--- config.mk ---
export PLATFORM = sky130hd
export DESIGN_NAME = uart_tx_drain
export DESIGN_NICKNAME = d
export VERILOG_FILES = /design/src/rtl/uart_pkg.sv /design/src/rtl/uart_bit_timer.sv /design/src/rtl/uart_tx_drain.sv
export SDC_FILE = /design/constraint.sdc
export NUM_CORES = 1
export LEC_CHECK = 0
export BUFFER_PORTS_ARGS = -buffer_cell sky130_fd_sc_hd__buf_2
export CAP_MARGIN = 30
export CELL_PAD_IN_SITES_DETAIL_PLACEMENT = 2
export CELL_PAD_IN_SITES_GLOBAL_PLACEMENT = 2
export CORE_ASPECT_RATIO = 1.1
export CORE_MARGIN = 2
export CORE_UTILIZATION = 38
export DETAILED_ROUTE_END_ITERATION = 10
export PLACE_DENSITY_LB_ADDON = 0.1
export RECOVER_POWER = 25
export SLEW_MARGIN = 20
export SYNTH_ARGS = -nofsm -noshare
export SYNTH_HDL_FRONTEND = slang
export SYNTH_SLANG_ARGS = --single-unit
--- constraint.sdc ---
create_clock -name CLK -period 3.75 [get_ports CLK]
set_clock_uncertainty 0.15 [all_clocks]
set_input_delay 0.1875 -clock CLK [delete_from_list [all_inputs] [get_ports CLK]]
set_output_delay 0.1875 -clock CLK [all_outputs]
set_load 0.01 [all_outputs]
--- src/rtl/uart_pkg.sv ---
// Shared UART definitions: transmit FSM state type and line-level constants.
// The PARITY state exists only when UART_TX_PARITY_EN is defined.
package uart_pkg;

    localparam logic UART_IDLE_LVL  = 1'b1;
    localparam logic UART_START_LVL = 1'b0;
    localparam logic UART_STOP_LVL  = 1'b1;

    typedef enum logic [2:0] {
        IDLE   = 3'd0,
        FETCH  = 3'd1,
        WAIT   = 3'd2,
        START  = 3'd3,
        DATA   = 3'd4,
`ifdef UART_TX_PARITY_EN
        PARITY = 3'd5,
`endif
        STOP   = 3'd6
    } tx_state_t;

endpackage

--- src/rtl/uart_bit_timer.sv ---
// Bit-period down-counter: load reloads CLK_DIV-1, bit_done flags a count of zero.
module uart_bit_timer #(
    parameter int CLK_DIV = 104
) (
    input  logic CLK,
    input  logic RESET_N,
    input  logic load,
    output logic bit_done
);

    localparam int              CNT_W  = (CLK_DIV > 1) ? $clog2(CLK_DIV) : 1;
    localparam logic [CNT_W-1:0] RELOAD = CNT_W'(CLK_DIV - 1);

    logic [CNT_W-1:0] r_cnt;

    // NOTE: sequential state uses non-blocking assignments so every flop samples pre-edge values.
    always_ff @(posedge CLK or negedge RESET_N) begin
        if (!RESET_N) begin
            r_cnt <= '0;
        end else if (load) begin
            r_cnt <= RELOAD;
        end else if (r_cnt != '0) begin
            r_cnt <= r_cnt - CNT_W'(1);
        end
    end

    assign bit_done = (r_cnt == '0);

endmodule

--- src/rtl/uart_tx_drain.sv ---
// Drains an upstream FIFO one word at a time onto a UART TXD line.
// Define UART_TX_PARITY_EN to append an even parity bit after the data bits.
module uart_tx_drain
    import uart_pkg::*;
#(
    parameter int data_width = 8,
    parameter int CLK_DIV    = 104
) (
    input  logic                  CLK,
    input  logic                  RESET_N,
    input  logic                  FIFO_EMPTY,
    output logic                  FIFO_REN,
    input  logic [data_width-1:0] FIFO_RDAT,
    input  logic                  FIFO_RDAT_EN,
    output logic                  TXD,
    output logic                  BUSY
);

    localparam int              IDX_W    = (data_width > 1) ? $clog2(data_width) : 1;
    localparam logic [IDX_W-1:0] LAST_IDX = IDX_W'(data_width - 1);

    tx_state_t             r_state, w_state_next;
    logic                  r_rst_done;
    logic                  r_wait_cnt, w_wait_cnt_next;
    logic [IDX_W-1:0]      r_bit_idx, w_bit_idx_next;
    logic [data_width-1:0] r_shift, w_shift_next;
    logic                  r_txd, w_txd_next;
    logic                  r_busy;
    logic                  r_fifo_ren;
    logic                  w_bit_load;
    logic                  w_bit_done;
`ifdef UART_TX_PARITY_EN
    logic                  r_parity, w_parity_next;
`endif

    uart_bit_timer #(.CLK_DIV(CLK_DIV)) u_bit_timer (
        .CLK      (CLK),
        .RESET_N  (RESET_N),
        .load     (w_bit_load),
        .bit_done (w_bit_done)
    );

    // Outputs are registered from the next state so TXD, BUSY and FIFO_REN never glitch.
    always_ff @(posedge CLK or negedge RESET_N) begin
        if (!RESET_N) begin
            r_state    <= IDLE;
            r_rst_done <= 1'b0;
            r_wait_cnt <= 1'b0;
            r_bit_idx  <= '0;
            r_shift    <= '0;
            r_txd      <= UART_IDLE_LVL;
            r_busy     <= 1'b0;
            r_fifo_ren <= 1'b0;
`ifdef UART_TX_PARITY_EN
            r_parity   <= 1'b0;
`endif
        end else begin
            r_state    <= w_state_next;
            r_rst_done <= 1'b1;
            r_wait_cnt <= w_wait_cnt_next;
            r_bit_idx  <= w_bit_idx_next;
            r_shift    <= w_shift_next;
            r_txd      <= w_txd_next;
            r_busy     <= (w_state_next != IDLE);
            r_fifo_ren <= (w_state_next == FETCH);
`ifdef UART_TX_PARITY_EN
            r_parity   <= w_parity_next;
`endif
        end
    end

    // NOTE: every combinational output is defaulted first so no path can infer a latch.
    always_comb begin
        w_state_next    = r_state;
        w_wait_cnt_next = r_wait_cnt;
        w_bit_idx_next  = r_bit_idx;
        w_shift_next    = r_shift;
        w_bit_load      = 1'b0;
        w_txd_next      = UART_IDLE_LVL;
`ifdef UART_TX_PARITY_EN
        w_parity_next   = r_parity;
`endif

        case (r_state)
            IDLE: begin
                // The first edge after reset release only arms r_rst_done.
                if (r_rst_done && !FIFO_EMPTY) begin
                    w_state_next = FETCH;
                end
            end
            FETCH: begin
                w_state_next    = WAIT;
                w_wait_cnt_next = 1'b0;
            end
            WAIT: begin
                if (FIFO_RDAT_EN) begin
                    w_shift_next = FIFO_RDAT;
`ifdef UART_TX_PARITY_EN
                    w_parity_next = ^FIFO_RDAT;
`endif
                    w_bit_load   = 1'b1;
                    w_state_next = START;
                end else if (r_wait_cnt) begin
                    w_state_next = IDLE;
                end else begin
                    w_wait_cnt_next = 1'b1;
                end
            end
            START: begin
                if (w_bit_done) begin
                    w_bit_idx_next = '0;
                    w_bit_load     = 1'b1;
                    w_state_next   = DATA;
                end
            end
            DATA: begin
                if (w_bit_done) begin
                    w_bit_load = 1'b1;
                    if (r_bit_idx == LAST_IDX) begin
`ifdef UART_TX_PARITY_EN
                        w_state_next = PARITY;
`else
                        w_state_next = STOP;
`endif
                    end else begin
                        w_bit_idx_next = r_bit_idx + IDX_W'(1);
                        w_shift_next   = r_shift >> 1;
                    end
                end
            end
`ifdef UART_TX_PARITY_EN
            PARITY: begin
                if (w_bit_done) begin
                    w_bit_load   = 1'b1;
                    w_state_next = STOP;
                end
            end
`endif
            STOP: begin
                if (w_bit_done) begin
                    w_state_next = IDLE;
                end
            end
            default: w_state_next = IDLE;
        endcase

        case (w_state_next)
            START:   w_txd_next = UART_START_LVL;
            DATA:    w_txd_next = w_shift_next[0];
`ifdef UART_TX_PARITY_EN
            PARITY:  w_txd_next = w_parity_next;
`endif
            STOP:    w_txd_next = UART_STOP_LVL;
            default: w_txd_next = UART_IDLE_LVL;
        endcase
    end

    assign TXD      = r_txd;
    assign BUSY     = r_busy;
    assign FIFO_REN = r_fifo_ren;

endmodule
Yosys cells after proc, flatten, opt, wreduce, memory -nomap -nowiden
Cells that the tools add are included.
- output and inout port bits: 3
- word-level logic and storage cells: 64
- flip-flop bits (word level): 26
- bits of input ports: 12
- reductions and logical operators: 14
- equal/unequal tests: 14
- $add $sub $neg: 2
- mux-type cells: 24
- operators by type and width (cell ; count):
    two-way mux 3 bit ; 10
    two-way mux 8 bit ; 3
    case mux 3 bit (6 select lines) ; 1
    case mux 8 bit (2 select lines) ; 1
    two-way mux 7 bit ; 2
    equality test 3 bit (second input constant) ; 4
    equality test 3 x 2 -> 1 bit (second input constant) ; 3
    AND reduction 4 bit ; 2
    nonzero test 2 bit ; 4
    logical NOT 7 bit ; 1
    nonzero test 7 bit ; 1
    subtractor 7 x 1 -> 7 bit (second input constant) ; 1
    equality test 3 x 1 -> 1 bit (second input constant) ; 2
    inequality test 2 bit (second input constant) ; 3
    case mux 1 bit (2 select lines) ; 3
    case mux 3 bit (2 select lines) ; 1
    inequality test 2 x 1 -> 1 bit (second input constant) ; 2
    adder 3 x 1 -> 3 bit (second input constant) ; 1
    logical NOT 3 bit ; 1
    two-way mux 1 bit ; 3
    nonzero test 3 bit ; 1
    AND reduction 2 bit ; 1
    OR reduction 2 bit ; 1
    logical AND 1 bit ; 1
    logical NOT 1 bit ; 1

Logic depth before layout (Yosys ltp)
- depth after elaboration: 6
- mapped depth: 8

Modules after synthesis
Synthesis repeated with hierarchy kept, for this count alone.
- cell total of the unflattened synthesis: 137
- area total of the unflattened synthesis: 1391.3 um2
- modules (own cells, without submodules) (module ; seq. area each (um2) ; area each (um2) ; cells an instance ; times used):
    uart_tx_drain ; 476.7 ; 979.7 ; 94 ; 1
    uart_bit_timer ; 175.2 ; 411.6 ; 43 ; 1

Least setup slack after synthesis
Ideal clock, no wire load.
- path type: reg-to-reg
- from: register r_bit_idx[0]
- to: register r_txd (netlist: TXD)
- setup slack: 1458 ps
- stages on the path, launching flop included: 8
- period minus slack after synthesis: 2292 ps
- setup time: 82 ps
- data arrival time: 2060 ps
- path buffers: 0
- cell sequence: dfrtp_1 ha_1 ha_1 or4b_4 nor3_4 nor2_4 a21o_1 o31a_1
- RTL lines (what ; RTL line ; RTL):
    start: declaration ; uart_tx_drain.sv:25 ; logic [IDX_W-1:0] r_bit_idx, w_bit_idx_next;
    start signal: assignment ; uart_tx_drain.sv:61 ; r_bit_idx <= w_bit_idx_next;
    equality test 3 bit ; uart_tx_drain.sv:119 ; if (r_bit_idx == LAST_IDX) begin
    two-way mux 8 bit ; uart_tx_drain.sv:119 ;
    two-way mux 8 bit ; uart_tx_drain.sv:117 ; if (w_bit_done) begin
    case mux 8 bit (2 select lines) ; uart_tx_drain.sv:84 ; case (r_state)
    named net w_shift_next[0] ; uart_tx_drain.sv:26 ; logic [data_width-1:0] r_shift, w_shift_next;
    case mux 1 bit (2 select lines) ; uart_tx_drain.sv:147 ; case (w_state_next)
    named net w_txd_next ; uart_tx_drain.sv:27 ; logic r_txd, w_txd_next;
    end signal: assignment ; uart_tx_drain.sv:63 ; r_txd <= w_txd_next;
    end: declaration ; uart_tx_drain.sv:27 ;
The timed path passes the listed nets, and every way through them passes these cells. The select of a mux whose other input is x is not followed.
A chain may end at the register's enable or synchronous reset.

Worst setup path after layout
Ends and elaborated chain as after synthesis.

==> summary.txt <==
Synthesis
  • Top area cells in the synthesized netlist: dfrtp_1, nand2_1, a22oi_1
  • Ys flop type: dfrtp_1
  • Post-synth EDFFs: 0
  • Syn. warnings: 0
  • Register bit total from synthesis: 26
  • Net count after synthesis: 139
  • Post-synthesis cell type count: 40
  • Synth Cell Area: 0.00123 mm^2
  • Area leader, netlist: dfrtp_1
  • Register area share after synthesis: 52.8%
  • Post-Synthesis Cells: 124
  • Top cells by count, synth: dfrtp_1, nand2_1, nor2_1, o21ai_0, a22oi_1
  • Mean post-synth cell area: 9.96 um^2
  • Synth async-reset ratio: 100%
  • Area share of the largest cell type after synthesis: 50.7%

STA
  • PnR worst setup slack: 1.22 ns
  • Final hold violations: 0
  • Max frequency: 0.395 GHz
  • Setup violators final: 0
  • Setup_tns: 0 ns
  • Fin crit share: 67.5%
  • Slew HR: 7.79%
  • Slew Limit Fails: 0
  • Minimum clock period: 2.53 ns
  • RSZ-0062 raised after global routing: no
  • Worst Tran Pin Value: 1.38 ns

Power
  • Internal power: 587 uW
  • Sequential power share: 50.6%
  • Logic pwr share: 34.4%
  • IR Drop Worst-Case VDD: 0.422 mV
  • Clock share of power: 15.0%
  • PwrDens: 644 mW/mm^2
  • Sw frac: 37.3%
  • Sw Pwr: 349 uW
  • Pleak: 0.698 nW

GRT
  • Via count of the first global-routing pass: 1135
  • GRT Util Overall: 18.5%
  • Initial antenna violation count: 0
  • First-pass GRT wire length: 5220 um
  • Overflow after GRT: 0
  • Largest net degree at the start of global routing: 27

CTS
  • Post_cts resized: 0
  • Hold Buf Count CTS: 9
  • Root Driver: clkbuf_4
  • Post-CTS Setup Bufs: 0
  • Worst-skew pair later-pin latency: 0.32 ns
  • CTS buffer count: 3
  • Reg clk slew, reported paths: 0.14 ns
  • CTS tree: built
  • Clock Tree Buf Depth: 2
  • H-tree levels: 1
  • CTS sink cnt: 26

Placement
  • Placer Congestion: 0.701
  • Post-Place Setup Slack: 1.23 ns
  • Hpwl dp: 2070 um
  • Port bufs: 14

Status
  • Status: finished clean

Routing
  • Final wirelength: 2920 um
  • WL/cell: 16.0 um
  • Drt first pass iters: 4
  • Final antenna-violating net count: 0
  • Met3 wire len: 67 um
  • Top layer in use: met4
  • Vias per cell: 5.41
  • Metal2 WL: 1600 um
  • DR iter-0 viols: 22
  • Wl on met1: 1210 um
  • # DRC: 0
  • Vias: 984

Floorplan
  • Die height: 63.8 um
  • Placement Rows: 21
  • Core Area: 0.00307 mm^2
  • Die area: 0.00372 mm^2
  • Die Width: 58.4 um
  • Starting Density: 40.2%
  • Io pins: 15

Setup path
  • Most frequent cell on the critical path: ha_1
  • Arrival time at the worst endpoint: 2.65 ns
  • Req. time, crit path: 3.87 ns
  • Worst Setup End Kind: flop
  • Slowest Stage Delay on Critical Path: 0.50 ns
  • Crit-path slowest cell: or4b_4
  • Cell Chain, Critical Path: ha_1 > ha_1 > or4b_4 > nor3_4 > nor2_4 > a21o_1 > o31a_1
  • Crit start category: flop
  • Crit path kind: reg -> reg
  • Critical path peak fanout: 9

Run
  • Max Cap Viol: 0

Final layout
  • # fillers: 336
  • Nets: 164
  • Share of layout cells above drive strength 1: 15.5%
  • Ant. Diodes: 0
  • Syn-to-layout area delta: 17.6%

Hold path
  • Hold Crit Class: in -> reg
[sequential cells by signal, summed over array words and instances (netlist names)]
name and count:
FIFO_REN 1, r_wait_cnt 1, TXD 1, r_state 3, BUSY 1, u_bit_timer.r_cnt 7
r_bit_idx 3, r_rst_done 1, r_shift 8
[power groups by stage]
stage	Clock, mW	Combinational (mW)	Sequential, mW
floorplan	0	0.253	0.452
global placement	0	0.299	0.474
detailed placement	0	0.319	0.479
CTS	0.149	0.328	0.474
global route	0.159	0.378	0.493
finish	0.140	0.322	0.473
[critical path: cells and delay by family, from the launching register on]
family          cells  cell delay, ns
fa+ha+maj           2            0.42
flops               1            0.42
simple gates        3            1.00
compound gates      2            0.50
[path summary, 6_finish.rpt]
path,from,to,slack [ns],cells after the start
max,r_bit_idx[0],TXD,1.22,7
max in group asynchronous,RESET_N,r_bit_idx[0],2.09,2
min reg2reg,r_shift[0],r_shift[0],0.35,1
min,FIFO_EMPTY,FIFO_REN,0.03,3
max reg2reg,r_bit_idx[0],TXD,1.22,7
min in group asynchronous,RESET_N,u_bit_timer.r_cnt[0],0.55,2
[kinds of logic (layout without fill, tap and decap cells)]
kind of cell | Yosys count | after routing | synth area share, %
AOI/OAI and AO/OA | 29 | 29 | 15.4
other | 1 | 1 | 0.304
buffers and inverters | 8 | 32 | 3.14
and+or+nand+nor | 54 | 54 | 23.2
adders and majority gates | 3 | 3 | 3.04
DFF | 26 | 26 | 52.8
xor gates and xnor gates | 3 | 3 | 2.13
[metal layers]
layer	vias up	GRT usage (%)
li1	473	-
met5	-	0
met2	13	31.7
met3	4	2.83
met1	494	22.3
met4	0	8.72
[metrics by stage]
| step | hold WS, ns | area [um^2] | utilization (%) | power [mW] | std cells |
|---|---|---|---|---|---|
| floorplan | -0.258 | 1230 | - | 0.706 | 124 |
| CTS | 0.00661 | 1450 | 47.3 | 0.951 | 182 |
| global placement | 0.0696 | 1330 | 43.2 | 0.773 | 169 |
| detailed placement | 0.0677 | 1330 | 43.2 | 0.798 | 169 |
| global route | 0.0238 | 1450 | 47.3 | 1.03 | 182 |
| finish | 0.0273 | 1450 | 47.3 | 0.936 | 182 |
[cell type report]
class	instances	area [um^2]	area share (%)
clock buffers	4	36.3	2.50
inverters	5	18.8	1.29
multi-input cells	90	544	37.5
flip-flops and latches	26	652	44.9
well taps	34	42.5	2.93
repair buffers	23	159	10.9
[layout by cell type (no fill, tap or decap), types with 3 or more instances in the layout]
master,instances
dfrtp_1,25
o21ai_0,7
a21oi_1,4
buf_2,13
a22oi_1,6
nor2_1,7
nand2b_1,4
clkbuf_4,3
ha_1,3
dlygate4sd3_1,9
or3_1,3
nand2_1,25
inv_1,5
Note: power is estimated with default switching activity, not from simulation.
